<file path="config.mk">
export PLATFORM = sky130hd
export DESIGN_NAME = tdmo
export DESIGN_NICKNAME = d
export VERILOG_FILES = /design/src/rtl/tdmo.sv
export SDC_FILE = /design/constraint.sdc
export NUM_CORES = 1
export LEC_CHECK = 0
export ABC_AREA = 0
export CAP_MARGIN = 20
export CORE_UTILIZATION = 50
export DETAILED_ROUTE_END_ITERATION = 10
export GPL_TIMING_DRIVEN = 0
export MAX_ROUTING_LAYER = met4
export PLACE_DENSITY = 0.66
export SLEW_MARGIN = 0
export SYNTH_ARGS = -nofsm -noshare
export SYNTH_HDL_FRONTEND = slang
export SYNTH_SLANG_ARGS = --single-unit
</file>
<file path="constraint.sdc">
create_clock -name clk -period 24 [get_ports clk]
set_input_delay 3.6 -clock clk [delete_from_list [all_inputs] [get_ports clk]]
set_output_delay 3.6 -clock clk [all_outputs]
set_load 0.05 [all_outputs]
</file>
<file path="src/rtl/tdmo.sv">
// TDM output serializer: double-buffered NUM_CH x WORD_W frame store whose active
// bank is shifted out MSB-first, one bit per bit_en strobe, realigned on every fs.

module tdmo_chan #(
  parameter int WORD_W = 8
) (
  input  logic              clk,
  input  logic              reset,
  input  logic              wr,
  input  logic              wr_bank,
  input  logic [WORD_W-1:0] wr_data,
  input  logic              rd_bank,
  output logic [WORD_W-1:0] rd_word
);
  logic [1:0][WORD_W-1:0] bank;

  always_ff @(posedge clk or posedge reset) begin
    if (reset)   bank <= '0;
    else if (wr) bank[wr_bank] <= wr_data;
  end

  assign rd_word = bank[rd_bank];
endmodule

module tdmo #(
  parameter  int NUM_CH = 32,
  parameter  int WORD_W = 8,
  localparam int CH_W   = $clog2(NUM_CH)
) (
  input  logic              clk,
  input  logic              reset,
  input  logic              fs,
  input  logic              bit_en,
  input  logic              wr_en,
  input  logic [CH_W-1:0]   wr_chan,
  input  logic [WORD_W-1:0] wr_data,
  output logic              dout,
  output logic              dout_valid,
  output logic [CH_W-1:0]   chan_idx,
  output logic              frame_err,
  input  logic              scan_in0,
  input  logic              scan_in1,
  input  logic              scan_in2,
  input  logic              scan_in3,
  input  logic              scan_in4,
  input  logic              scan_enable,
  input  logic              test_mode,
  output logic              scan_out0,
  output logic              scan_out1,
  output logic              scan_out2,
  output logic              scan_out3,
  output logic              scan_out4
);
  localparam int FRAME_BITS = NUM_CH * WORD_W;
  localparam int CNT_W      = $clog2(FRAME_BITS + 1);
  localparam int BIT_W      = (WORD_W > 1) ? $clog2(WORD_W) : 1;

  typedef enum logic {IDLE, RUN} state_t;

  state_t                         state, state_nxt;
  logic [CNT_W-1:0]               cnt, cnt_nxt;
  logic                           bank_sel;
  logic                           err_nxt;
  logic                           emit;
  logic                           wr_bank;
  logic [NUM_CH-1:0][WORD_W-1:0]  act_words;
  logic [CH_W-1:0]                cur_ch;
  logic [BIT_W-1:0]               bit_pos;
  logic                           rd_bit;

  // In the fs cycle the swap is simultaneous, so the post-swap shadow is the
  // bank that is active right now.
  assign wr_bank = fs ? bank_sel : ~bank_sel;

  for (genvar i = 0; i < NUM_CH; i++) begin : g_chan
    tdmo_chan #(.WORD_W(WORD_W)) u_chan (
      .clk     (clk),
      .reset   (reset),
      .wr      (wr_en && (wr_chan == CH_W'(i))),
      .wr_bank (wr_bank),
      .wr_data (wr_data),
      .rd_bank (bank_sel),
      .rd_word (act_words[i])
    );
  end

  assign emit    = bit_en && !fs && (state == RUN);
  assign cur_ch  = CH_W'(cnt / CNT_W'(WORD_W));
  assign bit_pos = BIT_W'(CNT_W'(WORD_W - 1) - (cnt % CNT_W'(WORD_W)));
  assign rd_bit  = act_words[cur_ch][bit_pos];

  always_comb begin
    state_nxt = state;
    cnt_nxt   = cnt;
    err_nxt   = 1'b0;
    if (fs) begin
      err_nxt   = (state == RUN) && (cnt != CNT_W'(FRAME_BITS));
      state_nxt = RUN;
      cnt_nxt   = '0;
    end else if (emit) begin
      cnt_nxt = cnt + 1'b1;
      if (cnt == CNT_W'(FRAME_BITS - 1)) state_nxt = IDLE;
    end
  end

  always_ff @(posedge clk or posedge reset) begin
    if (reset) begin
      state      <= IDLE;
      cnt        <= '0;
      bank_sel   <= 1'b0;
      dout       <= 1'b0;
      dout_valid <= 1'b0;
      chan_idx   <= '0;
      frame_err  <= 1'b0;
    end else begin
      state      <= state_nxt;
      cnt        <= cnt_nxt;
      frame_err  <= err_nxt;
      dout_valid <= emit;
      if (fs) bank_sel <= ~bank_sel;
      if (emit) begin
        dout     <= rd_bit;
        chan_idx <= cur_ch;
      end else if (bit_en && !fs) begin
        // strobes past the end of a frame (or before the first fs) emit zeros
        dout <= 1'b0;
      end
    end
  end

  // Scan ports are stitched by the DFT flow; functionally inert here.
  logic unused_scan;
  assign unused_scan = ^{scan_in0, scan_in1, scan_in2, scan_in3, scan_in4,
                         scan_enable, test_mode};

  assign scan_out0 = 1'b0;
  assign scan_out1 = 1'b0;
  assign scan_out2 = 1'b0;
  assign scan_out3 = 1'b0;
  assign scan_out4 = 1'b0;
endmodule

</file>
==> results.ini <==
[run_status]
outcome=completed

[drt]
route.vias.total=15600
totalWireLength_microns=72100
ant_nets=0
initialDrtViolationCount=1537
number_of_vias_per_cell=6.40
wire_per_inst_microns=29.6
drc_errors=0
drt-pass1-iter-count=5

[grt]
pin_count_of_the_biggest_net_entering_global_routing=131
antenna_found_initial=0
number_of_global_route_vias_before_repair=16200
overflow=0
wire_length_of_the_first_global_routing_pass_microns=108000
grt_usage_pct=30.9

[worst_setup_path]
critPathKind=primary input to register
worst_setup_path_startpoint=fs
source_of_the_worst_register_to_register_timing_path=cnt[3]
critical_path_peak_fanout=10
critical_path_arrival_ns=6.67
worst_path_required_time_ns=24.49
startpoint_type_of_the_worst_setup_path=primary input
critPathCaptureType=register

[power]
power_per_cell_area_mw_per_mm2=105
p_clk_share_pct=30.7
switching_power_mw=0.817
intPower_mw=2.08
finalPower_mw=2.89
vdd.ir_drop.worst_mv=0.0524
fraction_of_power_consumed_by_sequential_logic_pct=43.6
power.share.switching_pct=28.2
comb_power_share_pct=25.6
power_leakage_nw=12.6

[sta]
fin_worst_skew_ns=0.0161
report.final.setup_viol=0
maxSlewViolCount=0
final_critical_delay_including_setup_and_external_delays_ns=6.19
layout_worst_path_cycle_share_pct=25.8
rsz0062_at_grt=no
worst_slew_pin_slew_ns=1.19
peak_freq_ghz=0.162
timing.slew.headroom_pct=20.6
finalHoldViolCount=0
worst_hold_slack_ns=0.497
postLayoutSetupSlackWorst_ns=17.81

[floorplan]
core.rowCount=80
floorplan.die_area_sq_mm=0.0498
die_width_microns=223
fp.coreArea_sq_mm=0.0480
dieHeight_microns=223
initial_utilization_pct=50.9
total_i_o_pin_count=38

[clocking]
cts_root_buf=sky130_fd_sc_hd__clkbuf_16
h-tree-depth=2
clk-insertion-delay-late_ns=0.62
tritoncts_clock_tree=done
post-cts-setup-buffer-count=0
cts_hold_repair.buffers=0
clock_path_buffers=3
cts.sink_count=531
worst_setup_hold_path_clk_slew_ns=0.06
tritoncts_buffers=55
cts.repair.resized=0

[worst_hold_path]
hold_path.startpoint=g_chan[2].u_chan.bank[8]
worstHoldPathType=register to register

[yosys]
ys_seq_area_share_pct=54.3
netlist.area_leader.share_pct=54.3
post-synth-top-count-cell=sky130_fd_sc_hd__dfrtp_1
post_synth_inst_count=1674
synth.yosys.warnings=0
synthesis.area_per_instance_sq_um=14.6
synth_edf_count=0
top_ff_cell_synth=sky130_fd_sc_hd__dfrtp_1
synth.lib_cells_used.distinct=47
netlist_top_cells_area=sky130_fd_sc_hd__dfrtp_1 (54%), sky130_fd_sc_hd__mux2_2 (24%), sky130_fd_sc_hd__mux4_2 (8.4%)
async_reset_ff_share_pct=100
synth_seq_cells=531
post_synth_instance_area_sq_mm=0.0245
post_synth_most_frequent_cells=sky130_fd_sc_hd__dfrtp_1 (531), sky130_fd_sc_hd__mux2_2 (518), sky130_fd_sc_hd__mux4_2 (91), sky130_fd_sc_hd__mux2i_1 (82), sky130_fd_sc_hd__clkbuf_1 (80)
netlist.top_cell.by_area=sky130_fd_sc_hd__dfrtp_1

[place]
post-place-cells=2322
post-place-ws_ns=17.15
placed_cell_area_sq_mm=0.0256
routabilityCongestion=0.956
place.port_buffers=17
detailedPlacementHpwl_microns=51300

[final_layout]
final_cells=2434
final_layout_size_suffix_gt1_share_pct=41.5
final_cell_area_excluding_filler_cells_sq_mm=0.0276
area_growth_syn_to_layout_pct=12.8
layout.nets=1802

[run]
cap_viol_max_count=0

[logic make-up (layout without fill, tap and decap cells)]
| logic type | count (synthesis) | count (layout) | synth area share (%) |
|---|---|---|---|
| muxes | 695 | 695 | 36.0 |
| DFF | 531 | 531 | 54.3 |
| and+or+nand+nor | 193 | 193 | 3.60 |
| buffers and inverters | 134 | 274 | 2.54 |
| AOI/OAI and AO/OA | 110 | 110 | 3.16 |
| xor gates and xnor gates | 7 | 7 | 0.250 |
| adders and majority gates | 3 | 3 | 0.153 |
| other | 1 | 6 | 0.0153 |
[routing by layer]
metal	up-vias	track usage [%]	wire length, microns
li1	6427	-	-
met5	-	-	0
met1	8426	42.4	30900
met4	0	12.0	2730
met3	161	4.43	4570
met2	575	46.7	33900
[critical path, stage by stage]
cell                              delay (ns)
sky130_fd_sc_hd__clkdlybuf4s50_1        0.62
sky130_fd_sc_hd__xnor2_1                0.40
sky130_fd_sc_hd__nand3_1                0.35
sky130_fd_sc_hd__clkbuf_1               0.32
sky130_fd_sc_hd__nor2_1                 0.95
sky130_fd_sc_hd__mux2_2                 0.42
[per-stage QoR]
stage	util [%]	TNS, ns
3_5_place_dp	53.3	0
2_1_floorplan	-	0
3_3_place_gp	52.9	-74.76
6_report	57.5	0
5_1_grt	57.5	0
4_1_cts	57.3	0
[layout make-up]
| type | count | area [sq um] |
|---|---|---|
| plain buffers | 127 | 596 |
| well taps | 615 | 769 |
| inverters | 7 | 33.8 |
| repair buffers | 39 | 463 |
| flip-flops and latches | 531 | 13300 |
| clock inverters | 8 | 140 |
| diodes | 1 | 2.50 |
| multi-input cells | 1013 | 10600 |
| fillers | 3849 | 20400 |
| clock buffers | 93 | 1740 |
[power groups by stage]
stage	Sequential [mW]	Combinational, mW	Clock [mW]
after floorplan	1.24	0.563	0
after global placement	1.26	0.726	0
after detailed placement	1.27	0.744	0
after CTS	1.26	0.745	0.902
after global routing	1.29	0.788	0.932
final	1.26	0.741	0.889
[layout by cell type (no fill, tap or decap), types with 4 or more instances in the layout]
cell type and instances:
sky130_fd_sc_hd__nand2_1 43, sky130_fd_sc_hd__nor2b_1 8, sky130_fd_sc_hd__nand2b_1 10, sky130_fd_sc_hd__dfrtp_1 531, sky130_fd_sc_hd__o21ai_0 6, sky130_fd_sc_hd__buf_16 5, sky130_fd_sc_hd__mux2_2 518, sky130_fd_sc_hd__buf_2 10
sky130_fd_sc_hd__buf_4 31, sky130_fd_sc_hd__clkbuf_8 20, sky130_fd_sc_hd__clkbuf_1 98, sky130_fd_sc_hd__clkinv_2 4, sky130_fd_sc_hd__o22ai_1 23, sky130_fd_sc_hd__bufinv_16 4, sky130_fd_sc_hd__mux2i_1 82, sky130_fd_sc_hd__clkbuf_16 57
sky130_fd_sc_hd__or2_2 6, sky130_fd_sc_hd__nor2_1 73, sky130_fd_sc_hd__a31oi_1 5, sky130_fd_sc_hd__a21oi_1 22, sky130_fd_sc_hd__buf_1 14, sky130_fd_sc_hd__a211oi_1 6, sky130_fd_sc_hd__mux4_1 4, sky130_fd_sc_hd__nand4_1 5
sky130_fd_sc_hd__mux4_2 91, sky130_fd_sc_hd__o221ai_1 34, sky130_fd_sc_hd__conb_1 5, sky130_fd_sc_hd__xnor2_1 5, sky130_fd_sc_hd__buf_6 6, sky130_fd_sc_hd__clkdlybuf4s50_1 17, sky130_fd_sc_hd__nor3_1 17, sky130_fd_sc_hd__a22oi_1 5
sky130_fd_sc_hd__nand3_1 19
[flip-flops by register name, indices dropped and copies added, names as in the netlist]
name                flops
g_chan.u_chan.bank    512
state                   1
chan_idx                5
cnt                     9
dout                    1
dout_valid              1
frame_err               1
bank_sel                1
[path summary, 6_finish.rpt]
check	to	slack, ns	cells after the start
setup / recovery	g_chan[29].u_chan.bank[13]	17.81	6
min in group asynchronous	g_chan[25].u_chan.bank[5]	3.61	2
hold / removal	g_chan[2].u_chan.bank[8]	0.50	1
hold reg to reg	g_chan[2].u_chan.bank[8]	0.50	1
max in group asynchronous	g_chan[8].u_chan.bank[8]	18.01	6
setup reg to reg	dout	19.77	11
No activity file was read; power rests on OpenSTA's default activity.
